File: src/rtl/spmv_pkg.sv
// Shared SpMV constants and the result-writer state encoding.
package spmv_pkg;

  localparam int unsigned RESULT_W = 256;
  localparam int unsigned LANE_W   = 16;
  localparam int unsigned LANES    = 16;

  typedef enum logic [1:0] {
    IDLE,
    LOAD,
    WRITE,
    DONE
  } wr_state_t;

  // Row counts above the lane count saturate at LANES.
  function automatic logic [4:0] clamp_rows(input logic [7:0] row_count);
    return (row_count > 8'd16) ? 5'd16 : row_count[4:0];
  endfunction

endpackage

File: src/rtl/spmv_lane_mask.sv
// Zeroes every result lane at or above the valid row count.
module spmv_lane_mask
  import spmv_pkg::*;
(
  input  logic [4:0]          rows,
  input  logic [RESULT_W-1:0] vec,
  output logic [RESULT_W-1:0] masked
);

  always_comb begin
    masked = '0;
    for (int unsigned i = 0; i < LANES; i++) begin
      if (i < 32'(rows)) masked[i*LANE_W +: LANE_W] = vec[i*LANE_W +: LANE_W];
    end
  end

endmodule

File: src/rtl/spmv_result_writer.sv
// Streams the valid lanes of an SpMV result vector to SRAM in DATA_W-bit beats.
module spmv_result_writer
  import spmv_pkg::*;
#(
  parameter int unsigned DATA_W = 32,
  parameter int unsigned ADDR_W = 10
) (
  input  logic                i_clk,
  input  logic                i_rstn,
  input  logic                i_result_valid,
  input  logic [RESULT_W-1:0] i_result,
  input  logic [7:0]          i_row_count,
  input  logic [ADDR_W-1:0]   i_base_addr,
  input  logic                i_wr_ready,
  output logic                o_wr_en,
  output logic [ADDR_W-1:0]   o_wr_addr,
  output logic [DATA_W-1:0]   o_wr_data,
  output logic                o_busy,
  output logic                o_done,
  output logic                o_drop
);

  localparam int unsigned L  = DATA_W / LANE_W;
  localparam int unsigned N  = RESULT_W / DATA_W;
  localparam int unsigned BW = $clog2(N + 1);

  wr_state_t           state;
  logic [RESULT_W-1:0] buffer;
  logic [RESULT_W-1:0] masked;
  logic [4:0]          rows;
  logic [4:0]          rows_in;
  logic [ADDR_W-1:0]   base;
  logic [BW-1:0]       beats;
  logic [BW-1:0]       beat_count;
  logic [BW-1:0]       idx;
  logic [BW-1:0]       idx_next;

  assign rows_in    = clamp_rows(i_row_count);
  assign beat_count = BW'((32'(rows) + L - 1) / L);
  assign idx_next   = idx + BW'(1);

  spmv_lane_mask u_mask (
    .rows   (rows_in),
    .vec    (i_result),
    .masked (masked)
  );

  // Beat outputs are preloaded one cycle ahead so they come only from registers.
  always_ff @(posedge i_clk or negedge i_rstn) begin
    if (!i_rstn) begin
      state     <= IDLE;
      buffer    <= '0;
      rows      <= '0;
      base      <= '0;
      beats     <= '0;
      idx       <= '0;
      o_wr_en   <= 1'b0;
      o_wr_addr <= '0;
      o_wr_data <= '0;
      o_busy    <= 1'b0;
      o_done    <= 1'b0;
      o_drop    <= 1'b0;
    end else begin
      o_done <= 1'b0;
      o_drop <= i_result_valid && (state != IDLE);
      case (state)
        IDLE: begin
          if (i_result_valid) begin
            buffer <= masked;
            rows   <= rows_in;
            base   <= i_base_addr;
            idx    <= '0;
            o_busy <= 1'b1;
            state  <= LOAD;
          end
        end
        LOAD: begin
          beats <= beat_count;
          if (rows == 5'd0) begin
            o_done <= 1'b1;
            o_busy <= 1'b0;
            state  <= DONE;
          end else begin
            o_wr_en   <= 1'b1;
            o_wr_addr <= base;
            o_wr_data <= buffer[DATA_W-1:0];
            state     <= WRITE;
          end
        end
        WRITE: begin
          if (o_wr_en && i_wr_ready) begin
            if (idx == beats - BW'(1)) begin
              o_wr_en <= 1'b0;
              o_done  <= 1'b1;
              o_busy  <= 1'b0;
              state   <= DONE;
            end else begin
              idx       <= idx_next;
              o_wr_addr <= base + ADDR_W'(idx_next);
              o_wr_data <= buffer[idx_next*DATA_W +: DATA_W];
            end
          end
        end
        DONE: state <= IDLE;
        default: state <= IDLE;
      endcase
    end
  end

endmodule
File: config.mk
export PLATFORM = sky130hd
export DESIGN_NAME = spmv_result_writer
export DESIGN_NICKNAME = d
export VERILOG_FILES = /design/src/rtl/spmv_pkg.sv /design/src/rtl/spmv_lane_mask.sv /design/src/rtl/spmv_result_writer.sv
export SDC_FILE = /design/constraint.sdc
export NUM_CORES = 1
export LEC_CHECK = 0
export CORE_MARGIN = 10
export CORE_UTILIZATION = 45
export CTS_CLUSTER_SIZE = 28
export DETAILED_ROUTE_END_ITERATION = 10
export DONT_BUFFER_PORTS = 1
export PLACE_DENSITY = 0.63
export SYNTH_ARGS = -nofsm -noshare
export SYNTH_HDL_FRONTEND = slang
export SYNTH_SLANG_ARGS = --single-unit
File: constraint.sdc
create_clock -name i_clk -period 7.3 [get_ports i_clk]
set_input_delay 1.46 -clock i_clk [delete_from_list [all_inputs] [get_ports i_clk]]
set_output_delay 1.46 -clock i_clk [all_outputs]
set_load 0.02 [all_outputs]
======== Word-level counts from Yosys, hierarchy flattened ========
Index checks and enable logic that the tools add are counted.
word-level totals
  logic and storage cells ................. 104
  memory bits (read-only) ................. 0
  bits in latches ......................... 0
  bits in writable memories ............... 0
  memories ................................ 0
  output and inout bits ................... 46
  bits in registers ....................... 327
  input bits .............................. 278
operators by class
  reductions and logical operators ........ 14
  add/subtract/negate cells ............... 5
  div/mod/pow operators ................... 0
  shift-type cells ........................ 1
  eq/ne operators ......................... 10
  $lt $le $gt $ge ......................... 17
  multipliers ............................. 0
  bitwise logic cells ..................... 0
  muxes and demuxes ....................... 45
operator list
  operator                                                                      count
  16-bit two-way mux                                                            16
  256-bit by 10-bit indexed part select with 32-bit output                      1
  32-bit two-way mux                                                            3
  32-bit one-hot mux with 2 select lines                                        1
  4-bit by 5-bit less-than comparator with 1-bit output (first input constant)  8
  10-bit two-way mux                                                            3
  3-bit by 5-bit less-than comparator with 1-bit output (first input constant)  4
  10-bit one-hot mux with 2 select lines                                        1
  4-bit two-way mux                                                             3
  2-bit != test (second input constant)                                         6
  4-bit AND reduction                                                           3
  10-bit by 4-bit adder with 10-bit output                                      1
  1-bit by 5-bit less-than comparator with 1-bit output (first input constant)  2
  2-bit by 5-bit less-than comparator with 1-bit output (first input constant)  2
  1-bit two-way mux                                                             9
  8-bit by 5-bit > comparator with 1-bit output (second input constant)         1
  2-bit one-hot mux with 4 select lines                                         1
  4-bit one-hot mux with 2 select lines                                         1
  2-bit two-way mux                                                             3
  2-bit nonzero test                                                            3
  5-bit by 2-bit adder with 5-bit output (second input constant)                1
  5-bit logical NOT                                                             1
  5-bit two-way mux                                                             1
  5-bit AND reduction                                                           1
  other kinds (13)                                                              16

======== Depth between registers and ports, before layout ========
  depth in word-level cells ............... 5
  gate-level depth with buffers ........... 11
  depth with buffers taken out ............ 9

======== Cells and area by module ========
From an unflattened synthesis, not the netlist that was laid out.
unflattened totals
  cell total of the unflattened synthesis .. 1264
  area, all modules ....................... 17236.5 µm²
by module, submodules not included
  module              area an instance (µm²)  instances  sequential area each (µm²)  cells an instance
  spmv_result_writer  15122.0                 1          8182.8                      960
  spmv_lane_mask      2114.5                  1          0.0                         304

======== Worst setup path after synthesis ========
OpenSTA, ideal clock, no wires.
  kind .................................... register -> register
  start point ............................. reg idx[1]
  end point ............................... reg o_wr_addr[6]
  clock period less this slack ............ 2754 ps
  buffers on the path ..................... 2
  slack ................................... 4546 ps
  data arrival time ....................... 2629 ps
  stages on the path, launching flop included .. 11
  cell sequence ........................... dfrtp_1 ha_1 buf_2 buf_1 inv_1 fa_1 nand2b_1 a21oi_1 nand3_1 xnor2_1 mux2_4
between the ends
  word-level cells in the longest chain between the ends .. 5
  elaborated cells between the ends (all ways) .. 8
ends and longest elaborated chain
  what                                      line                      RTL
  start, declared                           spmv_result_writer.sv:35  logic [BW-1:0] idx;
  start signal, assigned                    spmv_result_writer.sv:98  idx <= idx_next;
  4-bit by 1-bit adder with 4-bit output    spmv_result_writer.sv:40  assign idx_next = idx + BW'(1);
  10-bit by 4-bit adder with 10-bit output  spmv_result_writer.sv:99  o_wr_addr <= base + ADDR_W'(idx_next);
  10-bit two-way mux                        spmv_result_writer.sv:92  if (idx == beats - BW'(1)) begin
  10-bit two-way mux                        spmv_result_writer.sv:91  if (o_wr_en && i_wr_ready) begin
  10-bit one-hot mux with 2 select lines    spmv_result_writer.sv:66  case (state)
  end signal, assigned                      spmv_result_writer.sv:85  o_wr_addr <= base;
  end signal, assigned                      spmv_result_writer.sv:99
  end, declared                             spmv_result_writer.sv:16  output logic [ADDR_W-1:0] o_wr_addr,
Several ways; a longest one is shown, not always the timed one. The select of a mux whose other input is x is not followed.
A chain may end at the register's enable or synchronous reset.

======== Worst setup path in the final report ========
  start point ............................. reg state[0]
  end point ............................... reg o_wr_addr[9]
between the ends
  word-level cells in the longest chain between the ends .. 3
  elaborated cells between the ends (all ways) .. 8
ends and longest elaborated chain
  what                                                                                   line                      RTL
  start, declared                                                                        spmv_result_writer.sv:27  wr_state_t state;
  start signal, assigned                                                                 spmv_result_writer.sv:51  state <= IDLE;
  start signal, assigned                                                                 spmv_result_writer.sv:74  state <= LOAD;
  start signal, assigned                                                                 spmv_result_writer.sv:82  state <= DONE;
  2-bit by 1-bit equality test with 1-bit output or 2-bit equality test (tied branches)  spmv_result_writer.sv:66
  2-bit != test (no line) or 2-bit nonzero test (tied branches)                          n/a
  4-bit AND reduction (no line)                                                          n/a
Several ways; a longest one is shown, not always the timed one.

==> run_results.csv <==
group,metric,value,unit
status,outcome,"finished clean",
global_routing,grt_start_max_net_pins,328,
clocking,cts-buffers-inserted,36,
detailed_routing,detailedRoute.firstPassIterationCount,5,
placement,post-dp-hpwl,29.8,mm
clocking,cts.repair.resized,0,
power,seqPwrFrac,39.2,%
min_path,timing.hold.worst.class,"flop to flop",
logic_synthesis,synth_top_area_share,55.2,%
timing,slew-limit-headroom,16.7,%
detailed_routing,postRouteWirelength,44.3,mm
logic_synthesis,synth_top_flop_cell,"dfrtp_1",
detailed_routing,drc_errors,0,
power,power.switching_fraction,35.6,%
worst_setup_path,cp_data_arrival_time,3.84,ns
clocking,cts_num_sinks,327,
power,static-leakage-power,7.05,nW
detailed_routing,routed_length_per_instance,29.3,um
timing,worst_max_slew_pin_slew,1.25,ns
finish,finalNonFillerCells,1511,
die,core,32500,um2
global_routing,globalRouteOverflowTotal,0,
worst_setup_path,crit_fanout,42,
power,power_frac_clock,21.1,%
detailed_routing,ant_nets,0,
finish,layout.core_utilization,50.0,%
timing,final.period_utilization,47.0,%
logic_synthesis,yosys_register_bits,327,
placement,place.port_buffers,0,
die,fp.dieW,202,um
clocking,cts-root-buf,"clkbuf_16",
die,initial_utilization,45.6,%
detailed_routing,wl_met2,20.8,mm
clocking,cts_setup_buffers,0,
finish,final_nets,1323,
logic_synthesis,synth_nets,1365,
logic_synthesis,ys_top_cells_by_count,"327 x dfrtp_1, 241 x a22o_1, 81 x nand2_1",
global_routing,wire_length_of_the_first_global_routing_pass,65.9,mm
timing,final_hold_viol_count,0,
logic_synthesis,ffs_w_async_s_r_synth,100,%
timing,max_freq,291,MHz
global_routing,antenna_found_initial,9,
placement,dpl.cell_count,1437,
clocking,h-tree-depth,2,
clocking,cts-hold-fix-buffers,0,
clocking,clkTransAtPathRegs,0.06,ns
timing,min_period,3.43,ns
die,die_height,202,um
worst_setup_path,worst_setup_path_start_kind,"flop",
logic_synthesis,post_synth_main_area_contributors,"dfrtp_1 55%, a22o_1 14%, mux4_2 9.7%",
logic_synthesis,synth.most_common_cell,"dfrtp_1",
logic_synthesis,yosys_warnings,0,
detailed_routing,wl_met1,18.5,mm
die,top_level_ports,324,
detailed_routing,wl_met3,3.96,mm
placement,routabilityCongestion,0.844,
timing,clock-skew-final,0.0250,ns
power,internal-power,5.57,mW
logic_synthesis,post_synth.cell_area_avg,13.8,um2
timing,setup_viol,0,
power,power_density,532,nW/um2
finish,fin_area,16300,um2
finish,area.growth.synth_to_final,9.70,%
clocking,clkLatencyLatePin,0.54,ns
power,p_sw,3.08,mW
logic_synthesis,synth_cells,1075,
finish,drive_gt1_share,18.5,%
logic_synthesis,yosys.area.top_type,"dfrtp_1",
detailed_routing,drc_marker_count_from_the_first_detailed_route_iteration,721,
global_routing,grt_util_all_layers,21.2,%
detailed_routing,highest_layer,"met5",
power,power_frac_comb,39.6,%
logic_synthesis,synth_sequential_area_ratio,55.2,%
timing,maxSlewViolCount,0,
logic_synthesis,synth-edff-count,0,
logic_synthesis,library_cells_used_by_synthesis,45,
worst_setup_path,setup.worst_path.class,"flop to flop",
worst_setup_path,worst_ep_required_time,7.70,ns
global_routing,number_of_global_route_vias_before_repair,9704,
timing,setup-tns-final,0,ns
timing,grt_setup_unrepaired,"false",
worst_setup_path,critical_path.endpoint_type,"flop",
job,timing.max_cap.violations,0,
placement,placement.cell_area,15100,um2
detailed_routing,route.vias.total,9302,
die,fp-row-count,66,
detailed_routing,via_per_inst,6.16,
clocking,clock_tree.buffer_depth,3,
die,floorplan.die_area,40600,um2
clocking,tritoncts,"yes",
logic_synthesis,synth_area,14800,um2
power,peakVddDrop,304,uV
[cells by family (layout without fill, tap and decap cells)]
kind of cell | Yosys count | count (layout) | share of synthesized area, %
compound gates | 338 | 338 | 18.6
flops | 327 | 327 | 55.2
mux | 147 | 147 | 16.7
simple gates | 127 | 127 | 3.62
buf+inv | 105 | 91 | 3.59
xor+xnor | 19 | 19 | 1.17
fa+ha+maj | 12 | 12 | 1.06
other cells | 0 | 8 | 0
[routing by layer]
layer,global-route usage [%],up-vias
met4,7.70,2
met2,32.0,352
met1,27.7,4828
li1,-,4060
met5,0,-
met3,7.36,60
[flip-flops by register name (all words and copies together) (netlist names)]
name	cells
o_wr_en	1
o_busy	1
base	10
idx	4
o_wr_addr	10
beats	4
state	2
o_drop	1
rows	5
o_done	1
o_wr_data	32
buffer	256
[power groups by stage]
stage	combinational [mW]	sequential (mW)	clock [mW]
detailed placement	3.45	3.42	0
CTS	3.47	3.40	1.86
global placement	3.38	3.40	0
finish	3.43	3.39	1.83
global route	3.72	3.51	1.94
floorplan	2.90	3.14	0
[stage by stage]
| stage | setup slack, ns | hold WS [ns] | power (mW) |
|---|---|---|---|
| after global placement | 3.59 | 0.459 | 6.78 |
| final | 3.87 | 0.475 | 8.65 |
| after floorplan | 4.55 | 0.445 | 6.04 |
| after global routing | 3.65 | 0.513 | 9.17 |
| after detailed placement | 3.54 | 0.468 | 6.88 |
| after CTS | 3.84 | 0.481 | 8.73 |
[layout by cell type, fill, tap and decap left out, drive strengths merged]
| master | count |
|---|---|
| and4 | 1 |
| o311ai | 1 |
| o2bb2ai | 32 |
| dfrtp | 327 |
| clkbuf | 56 |
| ha | 11 |
| mux2 | 46 |
| fa | 1 |
| a2111o | 1 |
| nor3 | 2 |
| a221oi | 1 |
| diode | 8 |
| nand3 | 16 |
| nor4 | 1 |
| mux2i | 37 |
| nor2b | 1 |
| bufinv | 2 |
| a32o | 1 |
| and3 | 1 |
| nand4 | 1 |
| a22o | 241 |
| buf | 9 |
| o31ai | 1 |
| nand2b | 1 |
| and2 | 3 |
| o21ai | 32 |
| a21oi | 21 |
| nand2 | 81 |
| a31oi | 1 |
| nor2 | 16 |
| inv | 18 |
| mux4 | 64 |
| clkinv | 6 |
| o21bai | 4 |
| o21a | 1 |
| o211ai | 1 |
| and2b | 2 |
| xnor2 | 11 |
| xor2 | 8 |
| or2 | 1 |
[critical path, cell delays in order, from the launching register on]
cell	delay (ns)
dfrtp_1	0.39
inv_1	0.10
ha_1	0.44
inv_2	0.80
nand2_1	0.10
a21oi_1	0.23
o21a_4	0.80
mux2_2	0.41
[layout make-up]
type	count	area, um2
Clock inverter	10	134
Sequential cell	327	8190
Multi-Input combinational cell	643	6200
Inverter	16	60.1
Timing Repair Buffer	9	67.6
Fill cell	2812	16300
Antenna cell	8	20.0
Clock buffer	56	1050
Tap cell	442	553
[final timing paths]
| kind | slack, ns | to | startpoint | cells past startpoint |
|---|---|---|---|---|
| worst max-delay path | 3.87 | o_wr_addr[9]$_DFFE_PN0P_ | state[0]$_DFFE_PN0P_ | 7 |
| worst min-delay path | 0.47 | buffer[254]$_DFFE_PN0P_ | buffer[254]$_DFFE_PN0P_ | 2 |
| worst max register to register | 3.87 | o_wr_addr[9]$_DFFE_PN0P_ | state[0]$_DFFE_PN0P_ | 7 |
| worst min register to register | 0.47 | buffer[254]$_DFFE_PN0P_ | buffer[254]$_DFFE_PN0P_ | 2 |
| max in group asynchronous | 5.84 | buffer[244]$_DFFE_PN0P_ | i_rstn | 0 |
| min in group asynchronous | 0.63 | buffer[29]$_DFFE_PN0P_ | i_rstn | 0 |
(Power assumes the default switching activity.)
